<file path="src/rtl/mem_bus_pkg.sv">
// Shared types and helpers for the memory bus controller: access sizes, FSM states,
// byte-lane mask, alignment check and load extension.
package mem_bus_pkg;

    typedef enum logic [1:0] {
        SZ_BYTE = 2'd0,
        SZ_HALF = 2'd1,
        SZ_WORD = 2'd2
    } size_e;

    typedef enum logic [1:0] {
        ST_IDLE  = 2'd0,
        ST_ISSUE = 2'd1,
        ST_WAIT  = 2'd2,
        ST_RESP  = 2'd3
    } state_e;

    function automatic logic [3:0] lane_mask(input logic [1:0] size, input logic [1:0] off);
        case (size)
            SZ_BYTE: lane_mask = 4'b0001 << off;
            SZ_HALF: lane_mask = 4'b0011 << off;
            SZ_WORD: lane_mask = 4'b1111;
            default: lane_mask = 4'b0000;
        endcase
    endfunction

    // Size code 3 is reserved and is reported like a misaligned access.
    function automatic logic misaligned(input logic [1:0] size, input logic [1:0] off);
        case (size)
            SZ_BYTE: misaligned = 1'b0;
            SZ_HALF: misaligned = off[0];
            SZ_WORD: misaligned = |off;
            default: misaligned = 1'b1;
        endcase
    endfunction

    function automatic logic [31:0] extend_load(input logic [31:0] rdata, input logic [1:0] off,
                                                input logic [1:0] size, input logic sign);
        logic [31:0] sh;
        sh = rdata >> {off, 3'b000};
        case (size)
            SZ_BYTE: extend_load = sign ? {{24{sh[7]}}, sh[7:0]} : {24'h000000, sh[7:0]};
            SZ_HALF: extend_load = sign ? {{16{sh[15]}}, sh[15:0]} : {16'h0000, sh[15:0]};
            SZ_WORD: extend_load = sh;
            default: extend_load = 32'h00000000;
        endcase
    endfunction

endpackage

</file>
<file path="src/rtl/mem_bus_arb.sv">
// Request arbiter: N_PORTS request vector to one-hot grant.
// Define MEM_BUS_RR_EN for round-robin; otherwise fixed priority, lowest index wins.
module mem_bus_arb #(
    parameter int N_PORTS = 2
) (
`ifdef MEM_BUS_RR_EN
    input  logic               clock,
    input  logic               reset,
`endif
    input  logic [N_PORTS-1:0] req,
    output logic [N_PORTS-1:0] gnt
);

    logic [N_PORTS-1:0] gnt_s;
    logic               found_s;

`ifdef MEM_BUS_RR_EN
    localparam int PTR_W = (N_PORTS > 1) ? $clog2(N_PORTS) : 1;

    logic [PTR_W-1:0] ptr_r;
    logic [PTR_W-1:0] nxt_ptr_s;

    // Round-robin search starting at the pointer; the port after the winner becomes the next start.
    always_comb begin
        gnt_s     = '0;
        found_s   = 1'b0;
        nxt_ptr_s = ptr_r;
        for (int k = 0; k < N_PORTS; k++) begin
            if (req[(int'(ptr_r) + k) % N_PORTS] && !found_s) begin
                gnt_s[(int'(ptr_r) + k) % N_PORTS] = 1'b1;
                found_s   = 1'b1;
                nxt_ptr_s = PTR_W'((int'(ptr_r) + k + 1) % N_PORTS);
            end else begin
                found_s = found_s;
            end
        end
    end

    // Search pointer advances only when a grant is issued.
    always_ff @(posedge clock) begin
        if (reset) begin
            ptr_r <= '0;
        end else if (found_s) begin
            ptr_r <= nxt_ptr_s;
        end else begin
            ptr_r <= ptr_r;
        end
    end
`else
    // Fixed priority: the first requesting port from index 0 upwards wins.
    always_comb begin
        gnt_s   = '0;
        found_s = 1'b0;
        for (int k = 0; k < N_PORTS; k++) begin
            if (req[k] && !found_s) begin
                gnt_s[k] = 1'b1;
                found_s  = 1'b1;
            end else begin
                found_s = found_s;
            end
        end
    end
`endif

    assign gnt = gnt_s;

endmodule

</file>
<file path="src/rtl/mem_bus_ctrl.sv">
// Shared-memory bus controller: arbitrates N requesters onto one single-ported RAM,
// aligns byte lanes and extends loads. MEM_BUS_RR_EN selects round-robin arbitration.
module mem_bus_ctrl
    import mem_bus_pkg::*;
#(
    parameter int N_PORTS    = 2,
    parameter int ADDR_W     = 32,
    parameter int RD_LATENCY = 1
) (
    input  logic                            clock,
    input  logic                            reset,
    input  logic [N_PORTS-1:0]              req_valid,
    output logic [N_PORTS-1:0]              req_ready,
    input  logic [N_PORTS-1:0]              req_wen,
    input  logic [N_PORTS-1:0][1:0]         req_size,
    input  logic [N_PORTS-1:0]              req_sign,
    input  logic [N_PORTS-1:0][ADDR_W-1:0]  req_addr,
    input  logic [N_PORTS-1:0][31:0]        req_wdata,
    output logic [N_PORTS-1:0]              resp_valid,
    output logic                            resp_err,
    output logic [31:0]                     resp_rdata,
    output logic                            mem_en,
    output logic                            mem_wen,
    output logic [ADDR_W-1:0]               mem_addr,
    output logic [31:0]                     mem_wdata,
    output logic [3:0]                      mem_wbmask,
    input  logic [31:0]                     mem_rdata
);

    localparam int CNT_W = $clog2(RD_LATENCY + 1);

    state_e              state_r, state_nx_s;
    logic [N_PORTS-1:0]  req_act_s, grant_s;
    logic                any_s, mis_s;
    logic                sel_wen_s, sel_sign_s;
    logic [1:0]          sel_size_s;
    logic [ADDR_W-1:0]   sel_addr_s;
    logic [31:0]         sel_wdata_s;

    logic [N_PORTS-1:0]  grant_r;
    logic                wen_r, sign_r;
    logic [1:0]          size_r, off_r;
    logic [CNT_W-1:0]    cnt_r;

    logic                mem_en_r, mem_wen_r;
    logic [ADDR_W-1:0]   mem_addr_r;
    logic [31:0]         mem_wdata_r;
    logic [3:0]          mem_wbmask_r;
    logic [N_PORTS-1:0]  resp_valid_r;
    logic                resp_err_r;
    logic [31:0]         resp_rdata_r;

    // Requests are only offered to the arbiter while idle, so the grant doubles as req_ready.
    assign req_act_s = (state_r == ST_IDLE) ? req_valid : '0;
    assign any_s     = |grant_s;
    assign req_ready = grant_s;

    mem_bus_arb #(.N_PORTS(N_PORTS)) u_arb (
`ifdef MEM_BUS_RR_EN
        .clock (clock),
        .reset (reset),
`endif
        .req   (req_act_s),
        .gnt   (grant_s)
    );

    // One-hot mux of the granted port's request fields.
    always_comb begin
        sel_wen_s   = 1'b0;
        sel_sign_s  = 1'b0;
        sel_size_s  = 2'b00;
        sel_addr_s  = '0;
        sel_wdata_s = 32'h00000000;
        for (int i = 0; i < N_PORTS; i++) begin
            sel_wen_s   = sel_wen_s   | (req_wen[i]   & grant_s[i]);
            sel_sign_s  = sel_sign_s  | (req_sign[i]  & grant_s[i]);
            sel_size_s  = sel_size_s  | (req_size[i]  & {2{grant_s[i]}});
            sel_addr_s  = sel_addr_s  | (req_addr[i]  & {ADDR_W{grant_s[i]}});
            sel_wdata_s = sel_wdata_s | (req_wdata[i] & {32{grant_s[i]}});
        end
    end

    assign mis_s = misaligned(sel_size_s, sel_addr_s[1:0]);

    // Next-state logic; misaligned requests skip the RAM and respond directly.
    always_comb begin
        state_nx_s = state_r;
        case (state_r)
            ST_IDLE: begin
                if (any_s) begin
                    state_nx_s = mis_s ? ST_RESP : ST_ISSUE;
                end else begin
                    state_nx_s = ST_IDLE;
                end
            end
            ST_ISSUE: state_nx_s = wen_r ? ST_RESP : ST_WAIT;
            ST_WAIT: begin
                if (cnt_r == CNT_W'(1)) begin
                    state_nx_s = ST_RESP;
                end else begin
                    state_nx_s = ST_WAIT;
                end
            end
            ST_RESP: state_nx_s = ST_IDLE;
            default: state_nx_s = ST_IDLE;
        endcase
    end

    // State register.
    always_ff @(posedge clock) begin
        if (reset) begin
            state_r <= ST_IDLE;
        end else begin
            state_r <= state_nx_s;
        end
    end

    // Capture the accepted request; later changes on the requester side are ignored.
    always_ff @(posedge clock) begin
        if (reset) begin
            grant_r <= '0;
            wen_r   <= 1'b0;
            sign_r  <= 1'b0;
            size_r  <= 2'b00;
            off_r   <= 2'b00;
        end else if (state_r == ST_IDLE && any_s) begin
            grant_r <= grant_s;
            wen_r   <= sel_wen_s;
            sign_r  <= sel_sign_s;
            size_r  <= sel_size_s;
            off_r   <= sel_addr_s[1:0];
        end else begin
            grant_r <= grant_r;
            wen_r   <= wen_r;
            sign_r  <= sign_r;
            size_r  <= size_r;
            off_r   <= off_r;
        end
    end

    // Read-latency down-counter: loaded during ISSUE, read data sampled when it reaches one.
    always_ff @(posedge clock) begin
        if (reset) begin
            cnt_r <= '0;
        end else if (state_r == ST_ISSUE) begin
            cnt_r <= CNT_W'(RD_LATENCY);
        end else if (state_r == ST_WAIT) begin
            cnt_r <= cnt_r - CNT_W'(1);
        end else begin
            cnt_r <= cnt_r;
        end
    end

    // RAM command registers, live only during the single ISSUE cycle.
    always_ff @(posedge clock) begin
        if (reset) begin
            mem_en_r     <= 1'b0;
            mem_wen_r    <= 1'b0;
            mem_addr_r   <= '0;
            mem_wdata_r  <= 32'h00000000;
            mem_wbmask_r <= 4'b0000;
        end else if (state_r == ST_IDLE && state_nx_s == ST_ISSUE) begin
            mem_en_r     <= 1'b1;
            mem_wen_r    <= sel_wen_s;
            mem_addr_r   <= {sel_addr_s[ADDR_W-1:2], 2'b00};
            mem_wdata_r  <= sel_wen_s ? (sel_wdata_s << {sel_addr_s[1:0], 3'b000}) : 32'h00000000;
            mem_wbmask_r <= sel_wen_s ? lane_mask(sel_size_s, sel_addr_s[1:0]) : 4'b0000;
        end else begin
            mem_en_r     <= 1'b0;
            mem_wen_r    <= 1'b0;
            mem_addr_r   <= '0;
            mem_wdata_r  <= 32'h00000000;
            mem_wbmask_r <= 4'b0000;
        end
    end

    // Response registers, high for exactly the RESP cycle.
    always_ff @(posedge clock) begin
        if (reset) begin
            resp_valid_r <= '0;
            resp_err_r   <= 1'b0;
            resp_rdata_r <= 32'h00000000;
        end else if (state_nx_s == ST_RESP) begin
            resp_valid_r <= (state_r == ST_IDLE) ? grant_s : grant_r;
            resp_err_r   <= (state_r == ST_IDLE);
            resp_rdata_r <= (state_r == ST_WAIT) ? extend_load(mem_rdata, off_r, size_r, sign_r)
                                                 : 32'h00000000;
        end else begin
            resp_valid_r <= '0;
            resp_err_r   <= 1'b0;
            resp_rdata_r <= 32'h00000000;
        end
    end

    assign mem_en     = mem_en_r;
    assign mem_wen    = mem_wen_r;
    assign mem_addr   = mem_addr_r;
    assign mem_wdata  = mem_wdata_r;
    assign mem_wbmask = mem_wbmask_r;
    assign resp_valid = resp_valid_r;
    assign resp_err   = resp_err_r;
    assign resp_rdata = resp_rdata_r;

endmodule

</file>
<file path="config.mk">
export PLATFORM = sky130hd
export DESIGN_NAME = mem_bus_ctrl
export DESIGN_NICKNAME = d
export VERILOG_FILES = /design/src/rtl/mem_bus_pkg.sv /design/src/rtl/mem_bus_arb.sv /design/src/rtl/mem_bus_ctrl.sv
export SDC_FILE = /design/constraint.sdc
export NUM_CORES = 1
export LEC_CHECK = 0
export ABC_AREA = 1
export CAP_MARGIN = 20
export CORE_MARGIN = 1.5
export CORE_UTILIZATION = 32
export DETAILED_ROUTE_END_ITERATION = 6
export HOLD_SLACK_MARGIN = 0.03
export PLACE_DENSITY = 0.71
export REMOVE_ABC_BUFFERS = 1
export SYNTH_ARGS = -nofsm -noshare
export SYNTH_HDL_FRONTEND = slang
export SYNTH_HIERARCHICAL = 1
export SYNTH_SLANG_ARGS = --single-unit
</file>
<file path="constraint.sdc">
create_clock -name clock -period 5.1 [get_ports clock]
set_clock_uncertainty 0.05 [all_clocks]
set_input_delay 1.02 -clock clock [delete_from_list [all_inputs] [get_ports clock]]
set_output_delay 1.02 -clock clock [all_outputs]
set_load 0.02 [all_outputs]
</file>
==> results of run 1 <==
-- cells in the final DEF, fill, tap and decap left out, types with 6 or more instances in the layout --
master,instances
nand3_1,20
nand2_1,288
clkbuf_16,17
buf_4,8
a21oi_1,49
inv_2,6
dfxtp_1,114
o21ai_0,44
clkdlybuf4s50_1,276
inv_1,66
o211ai_1,22
bufinv_16,6
nor2_1,106
-- path summary, 6_finish.rpt --
path                 from              to  slack [ns]  cells past startpoint
max          req_valid[0]    req_ready[1]        1.25                      5
min                 cnt_r           cnt_r        0.43                      1
max reg2reg    state_r[0]  resp_rdata[27]        1.94                     13
min reg2reg         cnt_r           cnt_r        0.43                      1
-- power breakdown --
group | switching (uW) | internal, uW | total (uW)
Clock | 435 | 930 | 1360
Sequential | 74.6 | 979 | 1050
Combinational | 868 | 529 | 1400
-- area by class of cell --
type	count	share of cell area (%)
clock buffer	19	5.07
inverter	73	3.13
tap	216	3.09
clock inverter	13	2.65
multi-input combinational	553	27.7
timing repair buffer	284	32.3
antenna	1	0.0286
sequential	114	26.1
-- per-stage QoR --
stage	hold slack (ns)	setup WS, ns
global route	0.437	1.13
global placement	0.395	1.21
CTS	0.420	1.22
finish	0.425	1.25
floorplan	0.381	-0.159
detailed placement	0.408	1.14
-- flip-flops by register name, summed over array words and instances, names as in the netlist --
register	flops
state_r	2
mem_wbmask	4
resp_rdata	32
cnt_r	1
mem_addr	30
size_r	2
wen_r	1
resp_valid	2
grant_r	2
sign_r	1
mem_en	1
mem_wen	1
mem_wdata	32
resp_err	1
off_r	2
-- per-layer routing --
layer | wire [um] | global-route usage [%] | share of wire [%]
met5 | 0 | 0 | 0
met4 | 359 | 7.56 | 1.9
met3 | 1790 | 9.20 | 9.7
met2 | 8960 | 37.1 | 48
met1 | 7400 | 23.9 | 40
-- cells by family (layout without fill, tap and decap cells) --
| group | Yosys count | in the layout | synth area share, % |
|---|---|---|---|
| fa+ha+maj | 3 | 3 | 0.720 |
| other cells | 1 | 3 | 0.0720 |
| flops | 114 | 114 | 43.8 |
| xor+xnor | 1 | 1 | 0.168 |
| buf+inv | 119 | 389 | 9.96 |
| compound gates | 125 | 125 | 13.5 |
| simple gates | 422 | 422 | 31.8 |
-- worst max-delay path: stages --
cell	delay [ns]
clkdlybuf4s50_1	0.41
nand2_1	0.08
inv_2	0.13
nor2_4	0.41
clkdlybuf4s50_1	0.71
==> reports/results.ini, run 1 <==
[synth]
yosysWarnings = 6
synth_top_area_cell = dfxtp_1
syn_area_um2 = 5210
synth_top_area_share_pct = 43.8
ys_types = 32
synth_sequential_area_ratio_pct = 43.8
synth_edf_count = 0
synthTopCellsByCount = nand2_1, dfxtp_1, nor2_1
yosysMostFrequentCell = nand2_1
synth_top_flop_cell = dfxtp_1
postSynth.asyncResetShare_pct = 0
avgSynthCellArea_um2 = 6.64
synthTopCellsByArea = dfxtp_1, nand2_1, nor2_1
synth_seq_cells = 114
syn_inst = 785

[place]
gp_congestion = 0.848
io_buffer_count = 276
dp_hpwl_um = 13900
dp_cells = 1240
placed_cell_area_um2 = 8070

[clock_tree]
numCtsBuffers = 17
clk_latency_ns = 0.41
clockBufferDepth = 2
clock_sinks = 114
clkTransAtPathRegs_ns = 0.05
cts_hold_buf = 0
cts_tree = yes
postCtsSetupBuffers = 0
root_buffer = clkbuf_16
htreeDepth = 4
cts_resized = 0

[sta]
max_slew_margin_pct = 33.8
hold_viol_final = 0
fin_crit_sh_pct = 75.4
grt_setup_unrepaired = false
period_minus_slack_ns = 3.85
fin_setup_tns_ns = 0
worst_slew_pin_slew_ns = 0.991
setup_viol = 0
max_clock_freq_ghz = 0.260
drv_slew = 0

[run_status]
status = finished, final reports clean

[final_layout]
nets = 1218
final_core_util_pct = 55.0
multi_input_area_um2 = 2420
register_area_um2 = 2280
area_growth_syn_to_layout_pct = 67.8
fillers = 1567
fin_area_um2 = 8740
drive_gt1_share_pct = 5.11
stdcell_count = 1273

[floorplanning]
die_height_um = 131
dieArea_um2 = 17100
core_um2 = 15900
ios = 279
initial_core_util_pct = 32.8
rows = 46
die_w_um = 131

[routing]
drtIter0Drc = 327
drc = 0
routed_wl_um = 18500
ant_nets = 0
via_per_inst = 4.50
routedWlPerCell_um = 14.5
dr.pass1.iters = 4
vias = 5733

[power]
vdd_drop_max_mv = 0.252
leakagePower_uw = 0.00374
power_uw = 3820
power.density_nw_per_um2 = 436

[worst_setup_path]
end_kind = output port
worstSetupStartpointType = input port
required_ns = 4.03
critical_path.max_fanout = 19
crit_arrival_ns = 2.78
critical_path_class = input port to output port

[global_routing]
antenna_found_initial = 0
grt_usage_pct = 21.6
first_global_vias = 5406
grt-ovfl-total = 0
grt_pass1_wl_um = 27700
grt_max_degree = 52

[flow_run]
max-cap-violations = 0

[min_path]
min_path_type = flop to flop

Note: power is estimated with default switching activity, not from simulation.
==> run 2: changes to the inputs <==
- clock period: 5.1 -> 3.7 ns (I/O delays scaled with it)
==> run 2 against run 1 <==
Effect of this change: register-to-register slack got worse by 1.2 ns; highest routed layer is now met5; setup slack got worse by 0.83 ns; critical path type unchanged; wire length fell by 0.22%.
==> reports/results.ini, run 2 (synthesis gave the netlist of run 1 again) <==
[run_status]
status = finished, final reports clean

[sta]
fin_ws_ns = 0.420  ; -0.833 ns
hold_slack_ns = 0.422  ; -0.00327 ns
setup_viol = 0  ; unchanged
fin_setup_tns_ns = 0  ; unchanged
grt_setup_unrepaired = false
period_minus_slack_ns = 3.28
max_slew_margin_pct = 46.3  ; +12 points
max_clock_freq_ghz = 0.305
fin_crit_sh_pct = 88.7
hold_viol_final = 0  ; unchanged
drv_slew = 0  ; unchanged
worst_slew_pin_slew_ns = 0.803  ; -0.189 ns

[clock_tree]
postCtsSetupBuffers = 0  ; unchanged
numCtsBuffers = 17  ; unchanged
clock_sinks = 114  ; unchanged
clk_latency_ns = 0.40  ; about the same
clockBufferDepth = 2  ; unchanged
htreeDepth = 4  ; unchanged
clkTransAtPathRegs_ns = 0.05  ; about the same
cts_resized = 0  ; unchanged
cts_hold_buf = 0  ; unchanged
root_buffer = clkbuf_16
cts_tree = yes

[global_routing]
first_global_vias = 5469  ; +1.2%
grt_pass1_wl_um = 28000  ; +0.94%
grt_usage_pct = 21.8  ; +0.20 points
grt_max_degree = 43  ; -17%
antenna_found_initial = 1  ; +1
grt-ovfl-total = 0  ; unchanged

[min_path]
min_path_type = flop to flop

[final_layout]
final_common_cell = nand2_1
register_area_um2 = 2280  ; unchanged
final_core_util_pct = 54.9  ; -0.20 points
nets = 1225  ; +0.57%
fillers = 1543  ; -1.5%
fin_area_um2 = 8710  ; -0.36%
multi_input_area_um2 = 2420  ; unchanged
diodes = 0  ; -1
final_cell_mix = nand2_1, clkdlybuf4s50_1, dfxtp_1, nor2_1, inv_1
area_growth_syn_to_layout_pct = 67.2
drive_gt1_share_pct = 5.65  ; +0.54 points

[worst_setup_path]
worstSetupStartpointType = input port
critical_path.max_fanout = 42  ; +23
cpMostUsedCell = clkdlybuf4s50_1
critical_path_class = input port to output port
slowest_stage = clkdlybuf4s50_1
end_kind = output port
required_ns = 2.91  ; -1.12 ns
cp_cell_sequence = clkdlybuf4s50_1 > nand2_1 > inv_2 > buf_4 > clkdlybuf4s50_1
crit_family = buffers and inverters
critPathBufInv = 4  ; +1
crit_arrival_ns = 2.49  ; -0.29 ns
critical-path-max-stage-delay_ns = 0.70  ; about the same

[power]
vdd_drop_max_mv = 0.383  ; +52%
power.density_nw_per_um2 = 579  ; +33%
swShare_pct = 37.0  ; +0.93 points
seqPwrFrac_pct = 28.2  ; +0.6 points
p_sw_uw = 1870  ; +36%
p_comb_share_pct = 39.2  ; +2.6 points
pwr-share-clk_pct = 32.6  ; -3.2 points
internal_power_uw = 3180  ; +30%
leakagePower_uw = 0.00375  ; +0.11%

[floorplanning]
core_um2 = 15900  ; unchanged
dieArea_um2 = 17100  ; unchanged
initial_core_util_pct = 32.8  ; unchanged
rows = 46  ; unchanged
ios = 279  ; unchanged
die_w_um = 131  ; unchanged
die_height_um = 131  ; unchanged

[routing]
ant_nets = 0  ; unchanged
routedWlPerCell_um = 14.4  ; -0.61%
vias = 5794  ; +1.1%
drc = 0  ; unchanged
via_per_inst = 4.53  ; +0.67%
routed_wl_um = 18500  ; -0.22%
drtIter0Drc = 296  ; -9.5%
dr.pass1.iters = 5  ; +1

[place]
dp_hpwl_um = 13800  ; -0.80%
placed_cell_area_um2 = 8120  ; +0.65%
gp_congestion = 0.849  ; +0.14%
dp_slack_ns = 0.241  ; -0.901 ns
io_buffer_count = 276  ; unchanged

[flow_run]
max-cap-violations = 0  ; unchanged

[run 2: final timing paths]
path         depth (start not counted)       endpoint         start  slack (ns)
min reg2reg                          1          cnt_r         cnt_r        0.42
min                                  1          cnt_r         cnt_r        0.42
max                                  5   req_ready[0]  req_valid[0]        0.42
max reg2reg                         16  mem_wbmask[3]    state_r[0]        0.74
[run 2: worst reg2reg max path: stages (launching register included)]
cell and delay (ns):
dfxtp_1 0.33, inv_1 0.06, ha_1 0.27, nand2_1 0.09
inv_1 0.04, inv_1 0.08, nor2_4 0.09, nand2_1 0.09
inv_1 0.06, nor2_1 0.61, inv_1 0.22, nand3_2 0.17
nand2_1 0.09, inv_2 0.06, nand2_1 0.20, buf_4 0.28
nor2_1 0.10
[run 2: per-stage QoR]
step / power, uW / instances
floorplan: 2660 / 740
global placement: 3410 / 1247
detailed placement: 3420 / 1247
CTS: 5100 / 1278
global route: 5410 / 1278
finish: 5050 / 1278
[run 2: cell type report]
type	instances	area share, %
repair buffers	291	33.0
multi-input cells	553	27.8
flip-flops and latches	114	26.2
clock buffers	20	5.24
inverters	73	3.14
well taps	216	3.10
clock inverters	11	1.57
[run 2: routing by layer]
| layer | routed length (um) | part of all wire [%] | GRT usage (%) |
|---|---|---|---|
| met5 | 11 | 0.060 | 0 |
| met1 | 7210 | 39 | 24.3 |
| met2 | 9150 | 50 | 38.2 |
| met4 | 345 | 1.9 | 7.24 |
| met3 | 1750 | 9.5 | 8.22 |
[run 2: power groups by stage]
stage	Sequential (uW)	Combinational, uW	Clock, uW
3_3_place_gp	1440	1970	0
6_report	1420	1980	1650
2_1_floorplan	1540	1110	0
4_1_cts	1420	1990	1680
5_1_grt	1440	2240	1730
3_5_place_dp	1450	1980	0
==> run 3: changes to the inputs <==
- SETUP_SLACK_MARGIN: default -> 0.02
==> results of run 3 <==
Same layout as run 2: the final DEF is identical, and so are final timing and power.
==> edit 1 (settings of run 2) <==
`RD_LATENCY`: 1 -> 2.
--- a/src/rtl/mem_bus_ctrl.sv
+++ b/src/rtl/mem_bus_ctrl.sv
@@ -6,5 +6,5 @@
     parameter int N_PORTS    = 2,
     parameter int ADDR_W     = 32,
-    parameter int RD_LATENCY = 1
+    parameter int RD_LATENCY = 2
 ) (
     input  logic                            clock,
Formal check against the unedited RTL: not equivalent (a bounded check fails within 4 cycles, from zero or initial values and one cycle with reset high).
==> edit 1 against run 2 <==
- worst setup slack gained 55 ps
- synthesized area grew 0.12%
- total power shrank 3.2%
- final cell count shrank 0.78%
- critical path depth grew 1
- wire length shrank 2.3%
- first-iteration DRC count shrank 13%
- cell area shrank 0.10%
- sequential cell count grew 1
- critical endpoint is now req_ready[1]
==> edit 1: results (changes against run 2) <==
antenna_cells_inserted: 0  # unchanged
met2_length_mm: 8.783  # -4.0%
timing.max_slew.rel_slack: 0.5313  # +0.06845
worst_slack_placed_ps: 456.4  # +215.4 ps
dpl-instance-area_um2: 8125  # about the same
outcome: "finished, final reports clean"
cts_max_path_buffers: 2  # unchanged
cts.reportedPaths.clkPinSlew_ps: 50  # about the same
finalWirelength_mm: 18.04  # -2.3%
worstPathArrival_ps: 2440  # -50 ps
synthCells: 778  # -0.89%
ctsResizeCount: 0  # unchanged
detailedRoute.firstIterationViolations: 258  # -13%
drt-pass1-iter-count: 4  # -1
drive_gt1_frac: 0.05228  # -0.004216
number_of_buffers_created_by_cts: 17  # unchanged
vdd_ir_drop_max_v: 0.0003801  # -0.67%
final_net_count: 1216  # -0.73%
post-dp-hpwl_mm: 13.34  # -3.1%
postSynth.topFlopCell: "dfxtp_1"
timing.critical_path.slowest_cell_delay_ps: 700  # about the same
antenna_found_initial: 0  # -1
vias: 5757  # -0.64%
met1Wirelength_mm: 7.067  # -2.0%
grt_pass1_vias: 5527  # +1.1%
grt_first_pass_wirelength_mm: 27.99  # about the same
pin_count_of_the_biggest_net_entering_global_routing: 63  # +47%
synthTopCellsByCount: "nand2_1 (261), nor2_1 (120), dfxtp_1 (115)"
synth.yosys.seq_area_share: 0.4412  # +0.003312
gp_routability_congestion: 0.8599  # +1.3%
crit_path_top_delay_cell: "clkdlybuf4s50_1"
detailroute.wirelength.met3_mm: 1.824  # +4.2%
cp_max_fo: 17  # -60%
top_metal_layer_carrying_routed_signals: "met4"
wire_per_inst_um: 14.23  # -1.5%
root_buffer_cell: "clkbuf_16"
worst_hold_path_type: "reg -> reg"
total_global_routing_track_utilization: 0.2168  # -0.0009078
synth_cell_types: 31  # -3.1%
power_leakage_nw: 3.635  # -2.9%
yosys-top-cells-area: "dfxtp_1 (44%), nand2_1 (19%), nor2_1 (8.6%)"
-- edit 1: cell types whose count changed after synthesis, sizes merged, moves of 3 or more --
cell,change
nand2,-26
nor2,+14
mux2i,+7
o211ai,-7
buf,+4
clkbuf,-4
nor3,+3
-- edit 1: layout make-up --
class                      instances  area, um2
clock buffer                      22      474.2
timing repair buffer             288       2865
sequential                       115       2302
clock inverter                     9      105.1
inverter                          74      277.8
tap                              216      270.3
multi-input combinational        544       2410
fill                            1568       7181
-- edit 1: cell families after synthesis --
kind of cell | count (synthesis) | synth area share
and+or+nand+nor | 412 | 0.3103
DFF | 115 | 0.4412
adders and majority gates | 4 | 0.009593
muxes | 7 | 0.01343
xor gates and xnor gates | 1 | 0.001679
buffers and inverters | 120 | 0.09856
other | 1 | 0.0007187
AOI/OAI and AO/OA | 118 | 0.1245
-- edit 1: where the power goes --
part | total, mW | switching (mW) | leakage, nW | internal (mW)
combinational | 1.88 | 1.16 | 2.43 | 0.714
clock | 1.61 | 0.573 | 0.274 | 1.04
sequential | 1.40 | 0.0458 | 0.931 | 1.36
total | 4.89 | 1.78 | 3.63 | 3.11
-- edit 1: layer usage --
metal	global-route usage	up-vias
li1	-	2933
met1	0.2300	2566
met2	0.3827	229
met3	0.08958	29
met4	0.08597	0
met5	0	-
-- edit 1: final timing paths --
kind / from / end / slack, ps / depth (start not counted)
hold / removal: grant_r[0]$_SDFFE_PP0P_ / resp_valid[0]$_SDFF_PP0_ / 450 / 2
hold reg to reg: grant_r[0]$_SDFFE_PP0P_ / resp_valid[0]$_SDFF_PP0_ / 450 / 2
setup / recovery: req_valid[1] / req_ready[1] / 470 / 6
setup reg to reg: state_r[0]$_SDFF_PP0_ / resp_rdata[21]$_SDFF_PP0_ / 970 / 14
==> edit 2 (flow settings as in run 2) <==
Made on the original files. Encoding of `state_e`: now one-hot (4 bits for 4 states).
--- a/src/rtl/mem_bus_pkg.sv
+++ b/src/rtl/mem_bus_pkg.sv
@@ -9,9 +9,9 @@
     } size_e;
 
-    typedef enum logic [1:0] {
-        ST_IDLE  = 2'd0,
-        ST_ISSUE = 2'd1,
-        ST_WAIT  = 2'd2,
-        ST_RESP  = 2'd3
+    typedef enum logic [3:0] {
+        ST_IDLE  = 4'b0001,
+        ST_ISSUE = 4'b0010,
+        ST_WAIT  = 4'b0100,
+        ST_RESP  = 4'b1000
     } state_e;
 
Behaviour: no difference found for any inputs over 10 cycles, from zero or initial values and one cycle with reset high; not proved beyond that.
==> edit 2 against run 2 <==
- total power is 6.8% higher
- sequential cell count increased by 2
- highest routed layer is now met4
- critical path type unchanged
- wire length shrank 5.2%
- worst setup slack improved by 93 ps
- largest cell class unchanged
- final cell count down 2.8%
- synthesized area up 3.0%
- synthesized cell count down 4.1%
- critical endpoint unchanged
- cell area is 1.6% higher
==> edit 2: results (changes against run 2) <==
drive_gt1_frac: 0.08415  # +0.02765
drt-pass1-iter-count: 5  # unchanged
synthTopCellsByCount: "nand2_1 (248), dfxtp_1 (116), nand3_1 (61)"
routed_via_density: 4.660  # +2.8%
finalWirelength_mm: 17.51  # -5.2%
cts.reportedPaths.clkPinSlew_ps: 50  # about the same
worst_slack_placed_ps: 299.9  # +58.87 ps
cp_max_fo: 22  # -48%
wire_per_inst_um: 14.10  # -2.4%
synth_cell_types: 31  # -3.1%
outcome: "finished, final reports clean"
number_of_buffers_created_by_cts: 17  # unchanged
vdd_ir_drop_max_v: 0.0003609  # -5.7%
antenna_cells_inserted: 0  # unchanged
post_synth.cell_area_avg_um2: 7.130  # +7.4%
clock_latency_ps: 410
grt_pass1_vias: 5533  # +1.2%
timing.max_slew.rel_slack: 0.4438  # -0.01908
detailedRoute.firstIterationViolations: 231  # -22%
root_buffer_cell: "clkbuf_16"
post-dp-hpwl_mm: 12.70  # -7.8%
total_global_routing_track_utilization: 0.2030  # -0.01469
synth_warnings: 6  # unchanged
cell_count_after_placement: 1209  # -3.0%
postSynth.asyncResetShare: 0  # unchanged
postSynth.topFlopCell: "dfxtp_1"
antenna_found_initial: 0  # -1
ctsResizeCount: 0  # unchanged
cts_max_path_buffers: 2  # unchanged
fillerInstances: 1572  # +1.9%
yosys-top-cells-area: "dfxtp_1 (43%), nand2_1 (17%), nand3_1 (5.7%)"
grt_first_pass_wirelength_mm: 27.89  # -0.37%
post-cts-setup-buffer-count: 0  # unchanged
worst_path_dominant_cell_family: "buffers and inverters"
worst_hold_path_type: "reg -> reg"
place.port_buffers: 276  # unchanged
timing.critical_path.slowest_cell_delay_ps: 710
gp_routability_congestion: 0.8791  # +3.6%
synth.yosys.seq_area_share: 0.4325  # -0.005402
htreeDepth: 4  # unchanged
power_leakage_nw: 3.691  # -1.5%
crit_path_top_delay_cell: "clkdlybuf4s50_1"
[edit 2: cell count changes after synthesis, moves of 9 or more]
| cell | change |
|---|---|
| nor2_1 | -65 |
| nand3_1 | +41 |
| nand2_1 | -40 |
| a31oi_1 | +16 |
| inv_1 | -12 |
| a21oi_2 | +9 |
| nor3_2 | +9 |
[edit 2: path summary, 6_finish.rpt]
check | startpoint | endpoint | slack, ps | cells after the start
worst max-delay path | req_valid[0] | req_ready[0] | 510 | 5
worst min-delay path | grant_r[1]$_SDFFE_PP0P_ | grant_r[1]$_SDFFE_PP0P_ | 410 | 2
worst max register to register | state_r[2]$_SDFF_PP0_ | mem_wdata[7]$_SDFF_PP0_ | 940 | 8
worst min register to register | grant_r[1]$_SDFFE_PP0P_ | grant_r[1]$_SDFFE_PP0P_ | 410 | 2
[edit 2: worst min-delay path: cells and delay by family (launching register included)]
kind,cells,cell delay [ps]
AOI/OAI and AO/OA,1,50
and+or+nand+nor,1,60
DFF,1,300
[edit 2: layout make-up]
| cell class | count | area [um2] | share of cell area |
|---|---|---|---|
| inverter | 58 | 217.7 | 0.02459 |
| clock buffer | 22 | 464.2 | 0.05244 |
| sequential | 116 | 2322 | 0.2623 |
| timing repair buffer | 287 | 2858 | 0.3228 |
| tap | 220 | 275.3 | 0.03110 |
| clock inverter | 10 | 177.7 | 0.02007 |
| multi-input combinational | 529 | 2537 | 0.2866 |
[edit 2: layer usage]
| metal | share of wire | wire (um) | GRT usage | up-vias |
|---|---|---|---|---|
| li1 | - | - | - | 2940 |
| met1 | 0.41 | 7105 | 0.2299 | 2562 |
| met2 | 0.48 | 8411 | 0.3415 | 256 |
| met3 | 0.083 | 1448 | 0.07088 | 30 |
| met4 | 0.031 | 543 | 0.09829 | 0 |
| met5 | 0 | 0 | 0 | - |
[edit 2: cell families (layout without fill, tap and decap cells)]
kind of cell,after synthesis,in the layout,synth area share
AOI/OAI and AO/OA,133,133,0.1424
xor gates and xnor gates,1,1,0.001632
buffers and inverters,109,377,0.09788
DFF,116,116,0.4325
other,1,2,0.0006985
and+or+nand+nor,393,393,0.3249
[edit 2: stage by stage]
step | util | total power [mW] | setup TNS [ps] | hold WS (ps) | instance area [um2]
2_1_floorplan | - | 2.835 | -176830 | 383.8 | 5065
3_3_place_gp | 0.4982 | 3.618 | 0 | 399.6 | 8203
3_5_place_dp | 0.4982 | 3.635 | 0 | 406.2 | 8203
4_1_cts | 0.5372 | 5.447 | 0 | 414.4 | 8845
5_1_grt | 0.5376 | 5.759 | 0 | 431.7 | 8852
6_report | 0.5376 | 5.393 | 0 | 411.7 | 8852
[edit 2: power breakdown]
part	internal, mW	total [mW]	switching [mW]
logic	0.813	2.17	1.35
registers	1.38	1.44	0.0622
clock network	1.23	1.79	0.561
